--- src/rtl/game_countdown_timer_pkg.sv ---
// Shared definitions for the math-game round timer: state encoding, BCD widths
// and the two-digit BCD down-count helper.
package game_countdown_timer_pkg;

    localparam int BCD_W   = 4;
    localparam int MAX_SEC = 99;

    typedef enum logic [1:0] {
        ST_IDLE    = 2'd0,
        ST_RUNNING = 2'd1,
        ST_PAUSED  = 2'd2,
        ST_EXPIRED = 2'd3
    } state_e;

    typedef struct packed {
        logic [BCD_W-1:0] tens;
        logic [BCD_W-1:0] ones;
    } bcd2_t;

    // Saturating decrement: 00 stays 00, x0 borrows from the tens digit.
    function automatic bcd2_t bcd_dec(input bcd2_t v);
        bcd2_t r;
        r = v;
        if (v.ones != '0) begin
            r.ones = v.ones - 1'b1;
        end else if (v.tens != '0) begin
            r.ones = BCD_W'(9);
            r.tens = v.tens - 1'b1;
        end
        return r;
    endfunction

endpackage

--- src/rtl/game_countdown_timer_bin_to_bcd99.sv ---
// Combinational 7-bit binary to two BCD digits, saturating at 99.
module bin_to_bcd99
    import game_countdown_timer_pkg::*;
(
    input  logic [6:0]       bin,
    output logic [BCD_W-1:0] tens,
    output logic [BCD_W-1:0] ones
);

    logic [6:0] clamped;

    always_comb begin
        clamped = (bin > 7'(MAX_SEC)) ? 7'(MAX_SEC) : bin;
        tens    = BCD_W'(clamped / 7'd10);
        ones    = BCD_W'(clamped % 7'd10);
    end

endmodule

--- src/rtl/game_countdown_timer.sv ---
// Round countdown timer: accumulates 1 ms ticks into seconds, counts a loaded
// limit down in BCD, and flags warn/expiry to the game controller.
module game_countdown_timer
    import game_countdown_timer_pkg::*;
#(
    parameter int MS_PER_SEC  = 1000,
    parameter int DEFAULT_SEC = 60,
    parameter int WARN_SEC    = 10
) (
    input  logic             clk,
    input  logic             rst,
    input  logic             tick_1ms,
    input  logic             start,
    input  logic             stop,
    input  logic             pause,
    input  logic [6:0]       load_sec,
    input  logic             use_default,
    output logic             tick_en,
    output logic [BCD_W-1:0] sec_tens,
    output logic [BCD_W-1:0] sec_ones,
    output logic             running,
    output logic             warn,
    output logic             expired,
    output logic             expired_pulse
);

    localparam int MS_W = (MS_PER_SEC > 1) ? $clog2(MS_PER_SEC) : 1;
    localparam logic [MS_W-1:0] MS_LAST = MS_W'(MS_PER_SEC - 1);
    localparam logic [6:0]      WARN_V  = 7'(WARN_SEC);
    localparam logic [6:0]      DEF_V   = 7'(DEFAULT_SEC);

    state_e          state, state_nxt;
    logic [MS_W-1:0] ms_cnt, ms_nxt;
    bcd2_t           bcd, bcd_nxt, bcd_dec_v, load_bcd;
    logic            pulse_nxt;
    logic [6:0]      load_bin;
    logic [6:0]      rem_bin;

    assign load_bin = (use_default && load_sec == '0) ? DEF_V : load_sec;

    bin_to_bcd99 u_load_conv (
        .bin  (load_bin),
        .tens (load_bcd.tens),
        .ones (load_bcd.ones)
    );

    assign bcd_dec_v = bcd_dec(bcd);

    always_comb begin
        state_nxt = state;
        ms_nxt    = ms_cnt;
        bcd_nxt   = bcd;
        pulse_nxt = 1'b0;
        if (stop) begin
            state_nxt = ST_IDLE;
            ms_nxt    = '0;
            bcd_nxt   = '0;
        end else if (start) begin
            // Any tick in the start cycle is dropped: ms_cnt restarts from 0.
            ms_nxt  = '0;
            bcd_nxt = load_bcd;
            if (load_bcd == '0) begin
                state_nxt = ST_EXPIRED;
                pulse_nxt = 1'b1;
            end else begin
                state_nxt = ST_RUNNING;
            end
        end else begin
            case (state)
                ST_RUNNING: begin
                    if (pause) begin
                        state_nxt = ST_PAUSED;
                    end else if (tick_1ms) begin
                        if (ms_cnt == MS_LAST) begin
                            ms_nxt  = '0;
                            bcd_nxt = bcd_dec_v;
                            if (bcd_dec_v == '0) begin
                                state_nxt = ST_EXPIRED;
                                pulse_nxt = 1'b1;
                            end
                        end else begin
                            ms_nxt = ms_cnt + 1'b1;
                        end
                    end
                end
                ST_PAUSED: begin
                    if (!pause) state_nxt = ST_RUNNING;
                end
                default: ;
            endcase
        end
    end

    always_ff @(posedge clk or posedge rst) begin
        if (rst) begin
            state         <= ST_IDLE;
            ms_cnt        <= '0;
            bcd           <= '0;
            tick_en       <= 1'b0;
            expired_pulse <= 1'b0;
        end else begin
            state         <= state_nxt;
            ms_cnt        <= ms_nxt;
            bcd           <= bcd_nxt;
            tick_en       <= (state_nxt == ST_RUNNING);
            expired_pulse <= pulse_nxt;
        end
    end

    assign rem_bin  = 7'(bcd.tens) * 7'd10 + 7'(bcd.ones);
    assign sec_tens = bcd.tens;
    assign sec_ones = bcd.ones;
    assign running  = (state == ST_RUNNING) || (state == ST_PAUSED);
    assign warn     = running && (rem_bin <= WARN_V);
    assign expired  = (state == ST_EXPIRED);

endmodule

--- config.mk ---
export PLATFORM = sky130hd
export DESIGN_NAME = game_countdown_timer
export DESIGN_NICKNAME = d
export VERILOG_FILES = /design/src/rtl/game_countdown_timer_pkg.sv /design/src/rtl/game_countdown_timer_bin_to_bcd99.sv /design/src/rtl/game_countdown_timer.sv
export SDC_FILE = /design/constraint.sdc
export NUM_CORES = 1
export LEC_CHECK = 0
export ABC_AREA = 0
export CELL_PAD_IN_SITES_DETAIL_PLACEMENT = 1
export CELL_PAD_IN_SITES_GLOBAL_PLACEMENT = 1
export CORE_MARGIN = 4
export CORE_UTILIZATION = 40
export DETAILED_ROUTE_END_ITERATION = 16
export DONT_BUFFER_PORTS = 1
export PLACE_DENSITY = 0.77
export SYNTH_ARGS = -nofsm -noshare
export SYNTH_HDL_FRONTEND = slang
export SYNTH_HIERARCHICAL = 1
export SYNTH_SLANG_ARGS = --single-unit
--- constraint.sdc ---
create_clock -name clk -period 3.48 [get_ports clk]
set_input_delay 0.696 -clock clk [delete_from_list [all_inputs] [get_ports clk]]
set_output_delay 0.696 -clock clk [all_outputs]
set_load 0.01 [all_outputs]
==> flow_summary.ini, run 1 <==
[floorplanning]
io_pins = 27
die_x_um = 84.9
die-area_um2 = 7200
rows = 27
core_um2 = 5610
dieHeight_um = 84.9
start_util_pct = 42.1

[yosys]
async_reset_ff_share_pct = 100
synth-seq-area-share_pct = 23.3
synth-compound-area-share_pct = 24.5
yosys.area_share.simple_pct = 31.0
synthMuxAreaShare_pct = 2.86
synth-seq-cells = 22
yosys.area.top_type = dfrtp_1
synth_edf_count = 0
syn_area_per_cell_um2 = 8.04
syn-num-nets = 325
synth.distinct_cells = 69
synth_top_family_by_area = simple AND/OR/NAND/NOR gates
ys_warn_count = 6
netlist_instances = 294
synthAdderAreaFrac_pct = 9.63
ys.flop_type = dfrtp_1
synth_area_leaders = dfrtp_1 (23%), ha_1 (7.9%), nor2_1 (4.4%), nand2_1 (3.8%), a21oi_1 (3.6%)
syn_area_um2 = 2360
synth-xor-area-share_pct = 2.96
synth_top_area_share_pct = 23.3

[timing]
tightest_slew_ns = 0.857
hold_viol_final = 0
finClkSkew_ns = 0.00957
setup_tns_ns = -3.72
rsz0062_at_grt = yes
whs_ns = 0.467
slew_violations = 0
timing.final.ws_setup_ns = -0.783
slew_headroom_pct = 42.8
finalSetupViolCount = 7
clock.fmax_ghz = 0.235
fin_crit_sh_pct = 123
min_period_ns = 4.26

[clock_tree]
cts_buffer_depth = 2
cts.clk_slew.worst_paths_ns = 0.09
cts_htree_levels = 1
cts_root_buf = clkbuf_8
cts.sinks = 22
clock_latency_ns = 0.28
numCtsBuffers = 3
postCtsHoldBufs = 0
cts_tree = done

[layout]
n_antenna_cell = 0
instances_no_fill = 396
area_growth_pct = 24.2
final_area_um2 = 2940
multiInputGateArea_um2 = 1850
final_util_pct = 52.3
finalNetCount = 356
regArea_um2 = 553
n_fill_cell = 689
layout-drive-gt1-share_pct = 27.5

[global_routing]
grt_pass1_wl_um = 11800
first_global_vias = 2434
grt.overflow.total = 0
grt_max_degree = 23
track_usage_pct = 19.7
antenna_found_initial = 0

[job]
max_cap_violations = 0

[critical_path]
cp-start-kind = input port
regToRegSetupSlack_ns = 0.65
path_class = in2reg
cp-end-kind = flop
cp_max_fo = 3
worstPathRequired_ns = 3.67
cp.arrival_ns = 4.45

[placed_design]
placed_cells = 383
pre_cts_ws_ns = -1.05
portBuffers = 0
placed_area_um2 = 2670
place.gp.congestion = 0.849
place_hpwl_um = 5310

[route]
routed.top_layer = met4
dr_total_vias = 2328
met2_length_um = 3840
drc = 0
drt_pass1_iterations = 4
wl_met3_um = 172
wl_met1_um = 3060
routed_wl_um = 7180
vias_per_cell = 5.88
ant_nets = 0
drt-initial-drc-count = 92
detail_route.wl_per_cell_um = 18.1

[worst_hold_path]
hp-class = in2async

[power_and_ir_drop]
finalPower_mw = 1.17
power_density_nw_per_um2 = 398
leakage_nw = 1.29
ir_drop_uv = 191

[outcome]
status = complete, but fails checks
violations = negative setup slack
final timing paths:
kind / start / cells past startpoint / end
worst max-delay path: load_sec[0] / 23 / tick_en
min in group clk: stop / 1 / ms_cnt[2]
worst max register to register: sec_ones[0] / 8 / tick_en
worst min-delay path: rst / 1 / ms_cnt[2]
max in group asynchronous: rst / 1 / sec_tens[3]
worst min register to register: ms_cnt[8] / 1 / ms_cnt[8]
report_power, final:
part           switching (mW)  total (mW)  internal [mW]
Combinational           0.313       0.595          0.282
Clock                  0.0995       0.254          0.154
Sequential             0.0436       0.319          0.275
cell usage after synthesis (2+ instances only):
master,number
xnor2_1,3
and2_1,3
clkbuf_1,7
o21ai_0,8
o31ai_1,6
a22oi_1,2
or3_1,3
a211o_1,2
nor4_1,6
buf_2,4
dfrtp_1,22
o21bai_1,3
nand2b_1,13
xor2_1,5
a21oi_1,17
a22o_1,4
mux2_1,2
mux2i_1,3
nand2_1,24
o21ai_1,8
ha_1,15
fa_1,2
nor2b_1,11
o22ai_1,2
nor3b_1,2
nor3_1,13
inv_1,19
nor2_1,28
o21a_1,3
nand3_1,10
a21o_1,5
a31oi_1,2
cell families after synthesis:
group,Yosys count
fa+ha+maj,17
buf+inv,32
simple gates,129
xor+xnor,8
mux,6
flops,22
compound gates,80
per-layer routing:
layer,GRT usage [%],up-vias
met4,5.47,0
met3,2.04,9
met2,36.4,36
li1,-,1125
met5,0,-
met1,24.2,1158
worst max-delay path, cell delays in order:
cell and delay (ns):
nor4_4 0.26, nand2_2 0.14, nand2b_4 0.11, inv_4 0.04, a21oi_4 0.13, ha_4 0.16, nand3_2 0.07, o21a_1 0.10
o21ai_1 0.15, ha_2 0.31, buf_4 0.15, a21oi_1 0.18, o221ai_2 0.17, nor3_2 0.23, nor3_2 0.07, ha_2 0.20
o41a_1 0.12, o21ai_2 0.22, xnor2_2 0.11, nor4_2 0.29, nand2_1 0.12, a21o_1 0.23, o21a_1 0.18
placed cells by master (no fill, tap or decap), types with 4 or more instances in the layout:
master,count
o21ai_1,9
o31ai_1,5
nor2b_1,10
nand2b_1,11
nand2_1,22
inv_1,17
a21o_1,5
nand3_1,9
o21ai_0,7
dfrtp_1,20
nor3_1,10
nor2_1,27
xor2_1,5
ha_1,12
buf_4,37
a22o_1,4
a21oi_1,15
cell type report:
cell class                 instances  area share, %
tap                               72           3.07
clock inverter                     1           1.02
clock buffer                       3           1.41
multi-input combinational        240           62.9
timing repair buffer              39           10.2
inverter                          19           2.51
sequential                        22           18.8
sequential cells by signal, summed over array words and instances (netlist names):
signal and flops:
sec_ones 4, expired_pulse 1, tick_en 1, state 2, sec_tens 4, ms_cnt 10
repair_timing:
item | CTS | global route
pin swaps | 6 | 21
gates resized for setup | 7 | 20
setup endpoints to repair | 7 | 9
setup buffers | 4 | 6
Power figures use the tool's default switching activity.
==> inputs of run 2 (changes only) <==
Settings changed: DONT_BUFFER_PORTS 1 to default, PLACE_DENSITY 0.77 to 0.85.
==> flow_summary.ini, run 2 (same netlist as run 1, synthesis figures left out) <==
[outcome]
status = complete, but fails checks
violations = negative setup slack

[route]
drc = 0
drt-initial-drc-count = 115
wl_met3_um = 277
detail_route.wl_per_cell_um = 19.4
vias_per_cell = 5.92
met2_length_um = 4590
wl_met1_um = 3390
drt_pass1_iterations = 4
dr_total_vias = 2605
routed_wl_um = 8520
ant_nets = 0
routed.top_layer = met4

[clock_tree]
cts_htree_levels = 1
cts.clk_slew.worst_paths_ns = 0.09
clock_latency_ns = 0.28
postCtsHoldBufs = 0
cts_tree = done
numCtsBuffers = 3
cts_buffer_depth = 2
cts_root_buf = clkbuf_8
cts.sinks = 22

[timing]
hold_viol_final = 0
rsz0062_at_grt = yes
tightest_slew_ns = 0.899
timing.final.ws_setup_ns = -0.831
finClkSkew_ns = 0.00195
setup_tns_ns = -4.50
fin_crit_sh_pct = 124
min_period_ns = 4.31
finalSetupViolCount = 7
clock.fmax_ghz = 0.232
slew_headroom_pct = 40.0
slew_violations = 0

[worst_hold_path]
min_from = ms_cnt[9]
hold_depth = 1
hp-class = reg2reg
min_to = ms_cnt[9]

[critical_path]
cp_common_cell = ha_2
worst_r2r_startpoint = sec_ones[0]
cp_max_fo = 4
cp-start-kind = input port
cp-end-kind = flop
regToRegSetupSlack_ns = 0.63
worstPathRequired_ns = 3.65
path_class = in2reg
cp.arrival_ns = 4.48
cp_slowest_cell = ha_2
crit_chain = buf_2, nor4b_4, nand2_2, nand2b_4, inv_4, a21oi_2, ha_2, nand3_2, o21a_1, o21ai_1, ha_2, nor2b_4, o31ai_2, o221ai_2, nor3_2, nor3_2, ha_2, buf_4, buf_6, mux2_4, nor4_1, nand2_1, a21o_1, o21a_1
cpPeakStageDelay_ns = 0.31
reg2reg_depth = 8
r2r_end = tick_en

[placed_design]
place_hpwl_um = 5600
placed_cells = 420
portBuffers = 26
place.gp.congestion = 0.866

[global_routing]
first_global_vias = 2794
track_usage_pct = 23.2
grt_pass1_wl_um = 13700
grt_max_degree = 23
grt.overflow.total = 0
antenna_found_initial = 0

[floorplanning]
io_pins = 27
die_x_um = 84.9
dieHeight_um = 84.9
rows = 27
start_util_pct = 42.1
core_um2 = 5610
die-area_um2 = 7200

[power_and_ir_drop]
pwr-share-clk_pct = 19.9
combPwrFrac_pct = 56.0
leakage_nw = 1.49
seqPwrFrac_pct = 24.1
p_int_mw = 0.768
p_sw_mw = 0.500
switching_share_pct = 39.4
ir_drop_uv = 220
power_density_nw_per_um2 = 384

[layout]
layout-drive-gt1-share_pct = 30.7
n_antenna_cell = 0
area_growth_pct = 39.8
layout_common_cells = buf_4 (55), nor2_1 (28), dfrtp_1 (22)
largest_register = ms_cnt
instances_no_fill = 440
largest_reg_flops = 10
finalNetCount = 400
final_common_cell = buf_4

[job]
max_cap_violations = 0
run 2: repair_timing:
| action | in CTS | in global routing |
|---|---|---|
| resized for setup | 48 | 12 |
| gates cloned | 0 | 0 |
| setup buffers | 8 | 9 |
| setup endpoints to repair | 9 | 9 |
| pin swaps | 18 | 18 |
run 2: layout make-up:
class                           instances  area, um2
Multi-Input combinational cell        240       1830
Inverter                               19       73.8
Timing Repair Buffer                   83        688
Clock inverter                          1       30.0
Sequential cell                        22        551
Fill cell                             697       2300
Tap cell                               72       90.1
Clock buffer                            3       41.3
run 2: critical path: cells and delay by family:
kind | cells | cell delay (ns)
compound gates | 7 | 1.08
fa+ha+maj | 3 | 0.73
buf+inv | 4 | 0.39
mux | 1 | 0.27
simple gates | 9 | 1.30
run 2: how the worst max path moves through the flow:
stage / startpoint / endpoint / slack [ns] / cells past startpoint
after global placement: load_sec[0] / tick_en / -1.36 / 24
after floorplan: load_sec[4] / tick_en / -1.05 / 25
after global routing: load_sec[5] / tick_en / -1.04 / 24
after CTS: load_sec[3] / tick_en / -0.82 / 24
after detailed placement: load_sec[0] / tick_en / -1.48 / 21
final: load_sec[5] / tick_en / -0.83 / 24
run 2: stage by stage:
stage	setup WS (ns)	total power, mW	utilization, %	hold slack (ns)	instance area (um2)
final	-0.831	1.27	58.9	0.493	3300
after global routing	-1.04	1.34	58.9	0.518	3300
after CTS	-0.816	1.21	56.9	0.494	3190
after detailed placement	-1.48	0.921	53.7	0.479	3010
after global placement	-1.36	0.892	53.7	0.474	3010
after floorplan	-1.05	0.694	-	0.444	2430
run 2: power groups by stage:
stage          sequential (mW)  clock, mW  combinational (mW)
4_1_cts                  0.303      0.249               0.661
3_5_place_dp             0.308          0               0.613
6_report                 0.305      0.252               0.710
5_1_grt                  0.309      0.266               0.767
2_1_floorplan            0.319          0               0.375
3_3_place_gp             0.306          0               0.586
run 2: routing by layer:
layer | vias to the layer above | GRT usage, %
met4 | 0 | 9.50
met5 | - | 0
met3 | 24 | 2.33
met2 | 78 | 43.0
met1 | 1294 | 27.0
li1 | 1209 | -
==> inputs of run 3 (changes only) <==
Settings changed: HOLD_SLACK_MARGIN from default to 0.06.
==> results of run 3 <==
No change in the layout: final DEF, timing and power equal those of run 2.
